### src/rtl/bram_arbiter_pkg.sv
// Shared types and constants for the BRAM arbiter slice.
// Requester ids tag reads so returning data can be routed.
package bram_arbiter_pkg;

  localparam int BRAM_ADDR_W = 19;
  localparam int REQ_ID_W    = 2;

  typedef enum logic [REQ_ID_W-1:0] {
    REQ_NONE = 2'd0,
    REQ_LD   = 2'd1,
    REQ_D    = 2'd2,
    REQ_I    = 2'd3
  } req_id_t;

endpackage

### src/rtl/bram_arbiter_if.sv
// Requester and BRAM-side bundle of the arbiter.
// master = requesters plus BRAM model, slave = arbiter.
interface bram_arbiter_if #(
  parameter int ADDR_W = 19
);
  logic              load_mode;
  logic              ld_req;
  logic [ADDR_W-1:0] ld_addr;
  logic [31:0]       ld_wdata;
  logic              ld_gnt;
  logic              d_req;
  logic              d_we;
  logic [ADDR_W-1:0] d_addr;
  logic [31:0]       d_wdata;
  logic              d_gnt;
  logic [31:0]       d_rdata;
  logic              d_valid;
  logic              i_req;
  logic [ADDR_W-1:0] i_addr;
  logic              i_flush;
  logic              i_gnt;
  logic [31:0]       i_rdata;
  logic              i_valid;
  logic              mem_en;
  logic              mem_we;
  logic [ADDR_W-1:0] mem_addr;
  logic [31:0]       mem_wdata;
  logic [31:0]       mem_rdata;

  modport master (
    output load_mode,
    output ld_req, ld_addr, ld_wdata,
    input  ld_gnt,
    output d_req, d_we, d_addr, d_wdata,
    input  d_gnt, d_rdata, d_valid,
    output i_req, i_addr, i_flush,
    input  i_gnt, i_rdata, i_valid,
    input  mem_en, mem_we, mem_addr, mem_wdata,
    output mem_rdata
  );

  modport slave (
    input  load_mode,
    input  ld_req, ld_addr, ld_wdata,
    output ld_gnt,
    input  d_req, d_we, d_addr, d_wdata,
    output d_gnt, d_rdata, d_valid,
    input  i_req, i_addr, i_flush,
    output i_gnt, i_rdata, i_valid,
    output mem_en, mem_we, mem_addr, mem_wdata,
    input  mem_rdata
  );
endinterface

### src/rtl/bram_arbiter_rd_tag_pipe.sv
// Read tag shift register: tracks in-flight reads by requester,
// cancels fetch reads on flush and routes returning BRAM data.
module rd_tag_pipe
  import bram_arbiter_pkg::*;
#(
  parameter int RD_LAT = 2,
  parameter int ID_W   = REQ_ID_W
) (
  input  logic            clk,
  input  logic            rstn,
  input  logic            push,
  input  logic [ID_W-1:0] push_id,
  input  logic            flush,
  input  logic [31:0]     rdata,
  output logic            d_valid,
  output logic [31:0]     d_rdata,
  output logic            i_valid,
  output logic [31:0]     i_rdata,
  output logic            busy
);

  localparam logic [ID_W-1:0] D_ID = ID_W'(REQ_D);
  localparam logic [ID_W-1:0] I_ID = ID_W'(REQ_I);

  logic [RD_LAT-1:0] vld;
  logic [ID_W-1:0]   ids [RD_LAT];
  logic [31:0]       d_hold;
  logic [31:0]       i_hold;
  logic              out_v;
  logic [ID_W-1:0]   out_id;

  always_ff @(posedge clk) begin
    if (!rstn) begin
      vld <= '0;
      for (int k = 0; k < RD_LAT; k++) ids[k] <= '0;
      d_hold <= '0;
      i_hold <= '0;
    end else begin
      vld[0] <= push && !(flush && push_id == I_ID);
      ids[0] <= push_id;
      for (int k = 1; k < RD_LAT; k++) begin
        vld[k] <= vld[k-1] && !(flush && ids[k-1] == I_ID);
        ids[k] <= ids[k-1];
      end
      if (d_valid) d_hold <= rdata;
      if (i_valid) i_hold <= rdata;
    end
  end

  // Output stage is also cancelled by a flush in the cycle it returns.
  assign out_v   = vld[RD_LAT-1] && rstn;
  assign out_id  = ids[RD_LAT-1];
  assign d_valid = out_v && out_id == D_ID;
  assign i_valid = out_v && out_id == I_ID && !flush;
  assign d_rdata = d_valid ? rdata : d_hold;
  assign i_rdata = i_valid ? rdata : i_hold;
  assign busy    = |vld;

endmodule

### src/rtl/bram_arbiter.sv
// Single-port BRAM arbiter for loader, execute and fetch ports.
// Build option ARB_STATS_EN adds denial/override statistics counters.
module bram_arbiter
  import bram_arbiter_pkg::*;
#(
  parameter int ADDR_W     = BRAM_ADDR_W,
  parameter int RD_LAT     = 2,
  parameter int STARVE_MAX = 8
) (
  input  logic        clk,
  input  logic        rstn,
  bram_arbiter_if.slave bus,
`ifdef ARB_STATS_EN
  output logic [31:0] stat_i_denied,
  output logic [31:0] stat_d_denied,
  output logic [31:0] stat_forced,
`endif
  output logic        busy
);

  localparam int SW = $clog2(STARVE_MAX + 1);

  logic [SW-1:0]     starve_cnt;
  logic              forced;
  logic              ld_gnt;
  logic              d_gnt;
  logic              i_gnt;
  logic              rd_push;
  logic [REQ_ID_W-1:0] rd_id;
  logic              mem_en;
  logic              mem_we;
  logic [ADDR_W-1:0] mem_addr;
  logic [31:0]       mem_wdata;
  logic              d_valid;
  logic              i_valid;
  logic [31:0]       d_rdata;
  logic [31:0]       i_rdata;

  always_comb begin
    forced = rstn && !bus.load_mode && bus.i_req
          && starve_cnt == SW'(STARVE_MAX);
    ld_gnt = rstn && bus.load_mode && bus.ld_req;
    d_gnt  = rstn && !bus.load_mode && bus.d_req && !forced;
    i_gnt  = rstn && !bus.load_mode && bus.i_req
          && (!bus.d_req || forced);
    mem_en    = 1'b0;
    mem_we    = 1'b0;
    mem_addr  = '0;
    mem_wdata = '0;
    unique case (1'b1)
      ld_gnt: begin
        mem_en    = 1'b1;
        mem_we    = 1'b1;
        mem_addr  = bus.ld_addr;
        mem_wdata = bus.ld_wdata;
      end
      d_gnt: begin
        mem_en    = 1'b1;
        mem_we    = bus.d_we;
        mem_addr  = bus.d_addr;
        mem_wdata = bus.d_we ? bus.d_wdata : '0;
      end
      i_gnt: begin
        mem_en   = 1'b1;
        mem_addr = bus.i_addr;
      end
      default: ;
    endcase
    rd_push = (d_gnt && !bus.d_we) || i_gnt;
    rd_id   = i_gnt ? REQ_I : REQ_D;
  end

  always_ff @(posedge clk) begin
    if (!rstn) begin
      starve_cnt <= '0;
    end else if (bus.i_req && !i_gnt) begin
      if (starve_cnt != SW'(STARVE_MAX)) starve_cnt <= starve_cnt + 1'b1;
    end else begin
      starve_cnt <= '0;
    end
  end

  rd_tag_pipe #(
    .RD_LAT (RD_LAT),
    .ID_W   (REQ_ID_W)
  ) u_tag (
    .clk     (clk),
    .rstn    (rstn),
    .push    (rd_push),
    .push_id (rd_id),
    .flush   (bus.i_flush),
    .rdata   (bus.mem_rdata),
    .d_valid (d_valid),
    .d_rdata (d_rdata),
    .i_valid (i_valid),
    .i_rdata (i_rdata),
    .busy    (busy)
  );

  assign bus.ld_gnt    = ld_gnt;
  assign bus.d_gnt     = d_gnt;
  assign bus.i_gnt     = i_gnt;
  assign bus.mem_en    = mem_en;
  assign bus.mem_we    = mem_we;
  assign bus.mem_addr  = mem_addr;
  assign bus.mem_wdata = mem_wdata;
  assign bus.d_valid   = d_valid;
  assign bus.d_rdata   = d_rdata;
  assign bus.i_valid   = i_valid;
  assign bus.i_rdata   = i_rdata;

`ifdef ARB_STATS_EN
  // Forced count only covers cycles where data actually lost to fetch.
  always_ff @(posedge clk) begin
    if (!rstn) begin
      stat_i_denied <= '0;
      stat_d_denied <= '0;
      stat_forced   <= '0;
    end else begin
      if (bus.i_req && !i_gnt && stat_i_denied != '1)
        stat_i_denied <= stat_i_denied + 1'b1;
      if (bus.d_req && !d_gnt && stat_d_denied != '1)
        stat_d_denied <= stat_d_denied + 1'b1;
      if (forced && bus.d_req && stat_forced != '1)
        stat_forced <= stat_forced + 1'b1;
    end
  end
`endif

endmodule

### src/flat_wrapper.sv
// flat-port wrapper written by rule: the top's interface ports become plain ports
module bram_arbiter_flat import bram_arbiter_pkg::*;
#(
  parameter int ADDR_W     = BRAM_ADDR_W,
  parameter int RD_LAT     = 2,
  parameter int STARVE_MAX = 8
)
  (clk, rstn, busy, bus_load_mode, bus_ld_req, bus_ld_addr, bus_ld_wdata, bus_ld_gnt, bus_d_req, bus_d_we, bus_d_addr, bus_d_wdata, bus_d_gnt, bus_d_rdata, bus_d_valid, bus_i_req, bus_i_addr, bus_i_flush, bus_i_gnt, bus_i_rdata, bus_i_valid, bus_mem_en, bus_mem_we, bus_mem_addr, bus_mem_wdata, bus_mem_rdata);
  bram_arbiter_if #(.ADDR_W(ADDR_W)) bus_i ();
  input  logic clk;
  input  logic rstn;
  output logic busy;
  input wire logic [$bits(bus_i.load_mode)-1:0] bus_load_mode;
  input wire logic [$bits(bus_i.ld_req)-1:0] bus_ld_req;
  input wire logic [$bits(bus_i.ld_addr)-1:0] bus_ld_addr;
  input wire logic [$bits(bus_i.ld_wdata)-1:0] bus_ld_wdata;
  output wire logic [$bits(bus_i.ld_gnt)-1:0] bus_ld_gnt;
  input wire logic [$bits(bus_i.d_req)-1:0] bus_d_req;
  input wire logic [$bits(bus_i.d_we)-1:0] bus_d_we;
  input wire logic [$bits(bus_i.d_addr)-1:0] bus_d_addr;
  input wire logic [$bits(bus_i.d_wdata)-1:0] bus_d_wdata;
  output wire logic [$bits(bus_i.d_gnt)-1:0] bus_d_gnt;
  output wire logic [$bits(bus_i.d_rdata)-1:0] bus_d_rdata;
  output wire logic [$bits(bus_i.d_valid)-1:0] bus_d_valid;
  input wire logic [$bits(bus_i.i_req)-1:0] bus_i_req;
  input wire logic [$bits(bus_i.i_addr)-1:0] bus_i_addr;
  input wire logic [$bits(bus_i.i_flush)-1:0] bus_i_flush;
  output wire logic [$bits(bus_i.i_gnt)-1:0] bus_i_gnt;
  output wire logic [$bits(bus_i.i_rdata)-1:0] bus_i_rdata;
  output wire logic [$bits(bus_i.i_valid)-1:0] bus_i_valid;
  output wire logic [$bits(bus_i.mem_en)-1:0] bus_mem_en;
  output wire logic [$bits(bus_i.mem_we)-1:0] bus_mem_we;
  output wire logic [$bits(bus_i.mem_addr)-1:0] bus_mem_addr;
  output wire logic [$bits(bus_i.mem_wdata)-1:0] bus_mem_wdata;
  input wire logic [$bits(bus_i.mem_rdata)-1:0] bus_mem_rdata;
  assign bus_i.load_mode = bus_load_mode;
  assign bus_i.ld_req = bus_ld_req;
  assign bus_i.ld_addr = bus_ld_addr;
  assign bus_i.ld_wdata = bus_ld_wdata;
  assign bus_ld_gnt = bus_i.ld_gnt;
  assign bus_i.d_req = bus_d_req;
  assign bus_i.d_we = bus_d_we;
  assign bus_i.d_addr = bus_d_addr;
  assign bus_i.d_wdata = bus_d_wdata;
  assign bus_d_gnt = bus_i.d_gnt;
  assign bus_d_rdata = bus_i.d_rdata;
  assign bus_d_valid = bus_i.d_valid;
  assign bus_i.i_req = bus_i_req;
  assign bus_i.i_addr = bus_i_addr;
  assign bus_i.i_flush = bus_i_flush;
  assign bus_i_gnt = bus_i.i_gnt;
  assign bus_i_rdata = bus_i.i_rdata;
  assign bus_i_valid = bus_i.i_valid;
  assign bus_mem_en = bus_i.mem_en;
  assign bus_mem_we = bus_i.mem_we;
  assign bus_mem_addr = bus_i.mem_addr;
  assign bus_mem_wdata = bus_i.mem_wdata;
  assign bus_i.mem_rdata = bus_mem_rdata;
  bram_arbiter #(.ADDR_W(ADDR_W), .RD_LAT(RD_LAT), .STARVE_MAX(STARVE_MAX)) u_core (.clk(clk), .rstn(rstn), .bus(bus_i), .busy(busy));
endmodule
### config.mk
export PLATFORM = sky130hd
export DESIGN_NAME = bram_arbiter_flat
export DESIGN_NICKNAME = d
export VERILOG_FILES = /design/src/rtl/bram_arbiter_pkg.sv /design/src/rtl/bram_arbiter_if.sv /design/src/rtl/bram_arbiter_rd_tag_pipe.sv /design/src/rtl/bram_arbiter.sv /design/src/flat_wrapper.sv
export SDC_FILE = /design/constraint.sdc
export NUM_CORES = 1
export LEC_CHECK = 0
export BUFFER_PORTS_ARGS = -buffer_cell sky130_fd_sc_hd__buf_2
export CORE_AREA = 3 3 110 112
export CTS_CLUSTER_DIAMETER = 50
export DETAILED_ROUTE_END_ITERATION = 16
export DIE_AREA = 0 0 113 115
export GPL_ROUTABILITY_DRIVEN = 0
export PLACE_DENSITY_LB_ADDON = 0.08
export SETUP_SLACK_MARGIN = 0.02
export SYNTH_ARGS = -nofsm -noshare
export SYNTH_HDL_FRONTEND = slang
export SYNTH_HIERARCHICAL = 1
export SYNTH_SLANG_ARGS = --single-unit
### constraint.sdc
create_clock -name clk -period 3.1 [get_ports clk]
set_clock_uncertainty 0.05 [all_clocks]
set_input_delay 0.31 -clock clk [delete_from_list [all_inputs] [get_ports clk]]
set_output_delay 0.31 -clock clk [all_outputs]
set_load 0.05 [all_outputs]
==> impl_results.md, run 1 <==
- Status: complete, no violations
- Most frequent cell after synthesis: nand2_1
- RSZ-0062 raised after global routing: no
- Fin crit share: 0.804
- Routed vias: 4618
- Initial core utilization: 0.368
- Post-synth ARST share: 0
- Drt pass-1 iters: 4
- Setup Buffers After CTS: 0
- Later-pin clock latency in the skew report: approximately 0.34 ns
- FF-to-FF Start: u_core/u_tag/ids[0][2]
- Fmax: 0.401 GHz
- Syn_area_per_cell: 8.05 um^2
- H-tree Lvls: 3
- Period minus WS final: about 2.5 ns
- Arr. time, crit path: 2.13 ns
- CP max stage cell: dfxtp_1
- CP max FO: 33
- Overall Global Routing Usage: 0.230
- CP Launch Type: register
- # fillers: 1160
- FF+latch area: 0.00148 mm^2
- Slew Viols, Final: 0
- I/O pin count: 284
- Max_cap viols: 0
- Hold WS: roughly 0.16 ns
- WHS Endpoint: u_core/u_tag/vld[0]
- Yosys cell types: 40
- DR vias/cell: a little under 5
- Pwr/cell area: between 300 and 400 mW/mm^2
- CTS Buf Count: 9
- Worst r2r path cells: 5
- Die area: ~0.013 mm^2
- Die height: 115 um
- Slowest cell delay on critical path: between 0.3 and 0.4 ns
- Hold Violations, Final: 0
- Core ar.: about 0.011 mm^2
- Antenna cells: 0
- GRT overflow: 0
- Area growth syn-to-layout: 40.9%
- Rel. slew slack: 0.594
- CP Class: register to primary output
- Critical path endpoint category: primary output
- Top post-synthesis cells by count: nand2_1 (131), dfxtp_1 (74), o21ai_2 (49)
- Crit path from: u_core/starve_cnt[0]
- Clock Sinks: 74
- CTS root buf: clkbuf_16
- DR DRC count: 0
- Post-Syn Area: 0.00417 mm^2
- Endpoints failing setup: 0
- Post-synth top area share: 0.355
- Final wirelength: 15500 um
- Most common flop cell mapped by yosys: dfxtp_1
- Hold Startpoint: bus_i_flush
- First-pass GRT wire length: around 23000 um
- Largest net degree at the start of global routing: 43
- VDD IR-drop max: around 310 uV
- Layout cells sized above 1: 0.471
- Post-synth EDFFs: 0
- Max clock buf depth: 2
- Hold WC Path Type: input pin to register
- Worst r2r dst: u_core/u_tag/i_hold[10]
- Worst EP required: 2.74 ns
- Row count: 39
- Hold Path Depth: 2
- # port buffers: 283
- Initial antenna violation count: 5
- Final net count: between 900 and 1k
- R2r setup slk: 1.44 ns
- CTS tree: yes
- Seq cells post-synth: 74
- Seq/Total Area, Yosys: 0.355
- Die extent in x: 113 um
- Clock transition at path regs: about 0.060 ns
- Mapped Cells: around 520
- Least-Margin Pin Slew: 0.608 ns
- Leakage power total: 3.12 nW
- Number of global-route vias before repair: approximately 4.5k
- Synth area leader: dfxtp_1
- Post-CTS resize count: 0
- Placed wire-length estimate: 12300 um
- Cells along the critical path: inv_1 > ha_1 > nand4b_1 > and4_1 > buf_4 > a22o_1 > buf_2
- Avg WL per Cell: 16.7 um
- Area of the multi-input gates: 0.00227 mm^2
- Setup TNS: 0 ns
- YS warnings: 6
- Synth top area cells: dfxtp_1 (36%), nand2_1 (12%), o21ai_2 (10%)
- Iter 0 DRT Violations: 368
- Post-detailed-route count of antenna-violating nets: 0
- CTS Hold Bufs: 0
## metal layers
metal	global-route usage	up-vias	share of wire
li1	-	2299	-
met4	0.0745	10	0.015
met3	0.0695	21	0.088
met5	0	-	0.0049
met2	0.411	183	0.50
met1	0.263	2105	0.39
## area by class of cell
cell class / instances / share of cell area
multi-input cells: 366 / 0.387
repair buffers: 294 / 0.260
flip-flops and latches: 74 / 0.252
clock buffers: 11 / 0.0413
well taps: 143 / 0.0304
inverters: 36 / 0.0230
clock inverters: 5 / 0.00681
## placed cells by master (no fill, tap or decap), drive strengths merged, types with 11 or more instances in the layout
cell    count
buf       294
nand2     131
dfxtp      74
o21ai      64
inv        36
nand3      33
a22o       32
a21boi     32
and2       24
a221o      19
clkbuf     11
## kinds of logic (layout without fill, tap and decap cells)
kind of cell / count (synthesis) / after routing / synth area share
AOI/OAI and AO/OA: 152 / 152 / 0.301
xor gates and xnor gates: 3 / 3 / 0.00630
adders and majority gates: 2 / 2 / 0.00600
buffers and inverters: 79 / 346 / 0.102
DFF: 74 / 74 / 0.355
muxes: 1 / 1 / 0.00240
other: 1 / 2 / 0.000899
and+or+nand+nor: 206 / 206 / 0.227
## worst max-delay path by stage
stage	end	depth (start not counted)
after floorplan	bus_mem_addr[10]	6
after global placement	bus_i_rdata[25]	8
after detailed placement	bus_i_rdata[25]	8
after CTS	bus_mem_wdata[10]	7
after global routing	bus_mem_wdata[3]	7
final	bus_mem_wdata[10]	7
## stage by stage
step                utilization  setup slack (ns)  cell area, um^2  instances  power (mW)
floorplan                     -             0.989             4180        519        1.21
global placement          0.494             0.784             5600        913        1.37
detailed placement        0.494             0.724             5600        913        1.37
CTS                       0.519             0.586             5880        929        2.35
global route              0.519             0.497             5880        929        2.42
finish                    0.519             0.606             5880        929        2.32
## flip-flops by register name (all words and copies together), names as in the netlist
name                 flops
u_core/u_tag/vld         2
u_core/u_tag/i_hold     32
u_core/u_tag/ids         4
u_core/starve_cnt        4
u_core/u_tag/d_hold     32
## power breakdown
part,switching (mW),internal [mW]
logic,0.245,0.143
clock network,0.408,0.566
registers,0.00303,0.955
## critical path, delay by kind of cell (launching register included)
kind	cells	cell delay, ns
AO/OA/AOI/OAI	1	0.19
adder cells (fa/ha/maj)	1	0.24
flip-flops	1	0.39
buffers and inverters	3	0.67
AND/OR/NAND/NOR	2	0.32
Power figures use the tool's default switching activity.
==> run 2: changes to the inputs <==
ABC_AREA = 1   (was not set)
CORE_AREA = not set   (was 3 3 110 112)
CORE_MARGIN = 3   (was not set)
CORE_UTILIZATION = 39   (was not set)
DIE_AREA = not set   (was 0 0 113 115)
clock period = 2.26 ns   (was 3.1 ns; I/O delays follow)
==> run 2 against run 1 <==
Wire length is 0.87% higher; clock-buffer cell count is 2 lower; first-iteration DRC count is 4.1% higher; power is 45% higher; worst hold slack worse by 0.0071 ns; combinational power is 54% higher; area after synthesis is 7.9% higher; worst setup slack worse by 0.50 ns; synthesized cell count is 45% higher; global-route usage is 0.16 points higher; via count is 15% higher; clock power is 50% higher.
==> impl_results.md, run 2 <==
- GR Util met3: 0.0531
- Seq/Total Area, Yosys: 0.329
- Area after DPL: 0.00599 mm^2
- Row count: 38
- Pre-CTS WS: 0.228 ns
- GRT met2 Usage: 0.392
- GRT Max-Usage Layer: met2
- Top post-synthesis cells by count: nand2_1 (216), inv_1 (149), nand3_1 (111)
- Combinational share of power: 0.177
- Placed wire-length estimate: roughly 12000 um
- Critical Path Sink: bus_mem_addr[4]
- YS warnings: 6
- # fillers: 1192
- Initial core utilization: 0.406
- Clock share of power: 0.433
- Iter 0 DRT Violations: 383
- Most frequent cell after synthesis: nand2_1
- Worst r2r path cells: 10
- Pwr/cell area: 520 mW/mm^2
- Max_cap viols: 0
- Post-detailed-route count of antenna-violating nets: 0
- Overall Global Routing Usage: 0.232
- Regs by FF count: u_core/u_tag/d_hold (32), u_core/u_tag/i_hold (32)
- CTS root buf: clkbuf_16
- Layout cells sized above 1: 0.328
- Worst EP required: 1.98 ns
- Mapped Cells: approximately 750
- Most common flop cell mapped by yosys: dfxtp_1
- Hold Violations, Final: 0
- Die extent in x: about 110 um
- Final Power: 3.37 mW
- Cell total after placement: about 1.1k
- Final wirelength: 15600 um
- CTS tree: yes
- Final instance area: about 0.0065 mm^2
- Status: complete, no violations
- CP max FO: 19
- Worst Setup Slack, final: 0.106 ns
- RSZ-0062 raised after global routing: yes
- Met1 Use GR: 0.289
- Leakage power total: approximately 4.1 nW
- Final std cells w/o fill: 1169
- Max clock buf depth: 2
- First-pass GRT wire length: 24000 um
- Critical path endpoint category: primary output
- Number of global-route vias before repair: 4791
- Worst r2r dst: u_core/u_tag/vld[0]
- CP Class: register to primary output
- Post-Syn Area: 0.00450 mm^2
- Seq cells post-synth: 74
- CP Launch Type: register
- Routed vias: 5312
- FF-to-FF Start: u_core/starve_cnt[0]
- Hold WC Path Type: input pin to register
- Endpoints failing setup: 0
- Crit path from: u_core/starve_cnt[0]
- P_int: 2.39 mW
- Yosys cell types: 26
- Synth top area cells: dfxtp_1 (33%), nand2_1 (18%), inv_1 (12%)
- Clock Sinks: 74
- Share of power burned in registers: 0.390
- Post-synth top area share: 0.329
- Die height: 113 um
- Sw frac: 0.290
- Commonest non-fill, non-tap cell in the layout: buf_2
- DR vias/cell: between 4 and 5
- Antenna cells: 0
- Period minus WS final: 2.15 ns
- Slew Viols, Final: 0
- CTS Buf Count: 9
- Area of the multi-input gates: 0.00222 mm^2
- Core ar.: approximately 0.011 mm^2
- Largest net degree at the start of global routing: 65
- Post-synth ARST share: 0
- Clock transition at path regs: approximately 0.060 ns
- Synth area leader: dfxtp_1
- R2r setup slk: 0.59 ns
- H-tree Lvls: 3
- Final net count: 1187
- Initial antenna violation count: 0
- DR DRC count: 0
- VDD IR-drop max: 356 uV
- Arr. time, crit path: 1.88 ns
- Later-pin clock latency in the skew report: 0.33 ns
- Psw: 0.978 mW
- I/O pin count: 284
- GRT overflow: 0
- Commonest cells after routing, fill and taps aside: buf_2 (250), nand2_1 (215), inv_1 (149)
- Die area: 0.0129 mm^2
- Drt pass-1 iters: 5
- Post-synth EDFFs: 0
- # port buffers: 283
- Syn_area_per_cell: 6.00 um^2
- Area growth syn-to-layout: 44.0%
- FF+latch area: 0.00148 mm^2
- Avg WL per Cell: 13.4 um
- CTS Hold Bufs: 0
- Fin crit share: 0.953
- Fmax: 0.464 GHz
-- run 2: changes by cell type in the layout (fill, tap and decap cells not counted), sizes merged, moves of 4 or more --
cell / previous run / this run
a22o: 32 / 0
a21boi: 32 / 0
clkbuf: 11 / 21
nor2: 4 / 74
nand3: 33 / 113
a221o: 19 / 0
o21bai: 0 / 32
and2: 24 / 0
inv: 36 / 155
o21ai: 64 / 35
nand2: 131 / 219
and3: 4 / 0
-- run 2: routing by layer --
layer | up-vias | share of wire
li1 | 2819 | -
met1 | 2291 | 0.42
met2 | 184 | 0.49
met3 | 18 | 0.075
met4 | 0 | 0.023
met5 | - | 0
-- run 2: worst min path at each step --
stage	start	endpoint	slack, ns	cells past startpoint
4_1_cts	bus_i_flush	u_core/u_tag/vld[1]	0.14	4
6_report	bus_i_flush	u_core/u_tag/vld[1]	0.16	4
5_1_grt	bus_i_flush	u_core/u_tag/vld[0]	0.17	4
3_5_place_dp	u_core/u_tag/ids[0][0]	u_core/u_tag/ids[0][2]	0.38	2
3_3_place_gp	u_core/u_tag/ids[0][0]	u_core/u_tag/ids[0][2]	0.38	2
2_1_floorplan	bus_i_flush	u_core/u_tag/vld[1]	0.35	3
-- run 2: area by class of cell --
type                            instances  share of cell area
Clock buffer                            9              0.0347
Clock inverter                          7              0.0129
Inverter                              152              0.0880
Multi-Input combinational cell        481               0.342
Sequential cell                        74               0.229
Tap cell                              140              0.0270
Timing Repair Buffer                  306               0.266
-- run 2: repair_timing --
item,in CTS,in global routing
cloned,0,1
endpoints found under the setup margin,39,44
buffers inserted,0,3
pin swaps,0,2
gates resized for setup,23,33
-- run 2: worst max-delay path: stages (launching register included) --
cell and delay (ns):
dfxtp_2 0.35, inv_1 0.06, ha_1 0.23, nand2_2 0.10, nor2_4 0.05, nand2_4 0.13, buf_8 0.18, nand3_1 0.14
nand3_1 0.12, buf_4 0.20
-- run 2: power groups by stage --
| stage | sequential (mW) | clock, mW | combinational [mW] |
|---|---|---|---|
| 4_1_cts | 1.31 | 1.51 | 0.579 |
| 6_report | 1.31 | 1.46 | 0.597 |
| 3_3_place_gp | 1.34 | 0 | 0.566 |
| 2_1_floorplan | 1.34 | 0 | 0.335 |
| 5_1_grt | 1.31 | 1.55 | 0.642 |
| 3_5_place_dp | 1.34 | 0 | 0.566 |
-- run 2: per-stage QoR --
| stage | hold slack [ns] | TNS, ns | utilization |
|---|---|---|---|
| 2_1_floorplan | 0.347 | -1.14 | - |
| 3_3_place_gp | 0.378 | 0 | 0.541 |
| 3_5_place_dp | 0.380 | 0 | 0.541 |
| 4_1_cts | 0.141 | 0 | 0.574 |
| 5_1_grt | 0.168 | -0.123 | 0.585 |
| 6_report | 0.158 | 0 | 0.585 |
-- run 2: kinds of logic after synthesis --
logic type | count (synthesis) | synth area share
flops | 74 | 0.329
other cells | 1 | 0.000833
fa+ha+maj | 2 | 0.00556
compound gates | 68 | 0.0934
buf+inv | 198 | 0.190
xor+xnor | 1 | 0.00195
simple gates | 407 | 0.380
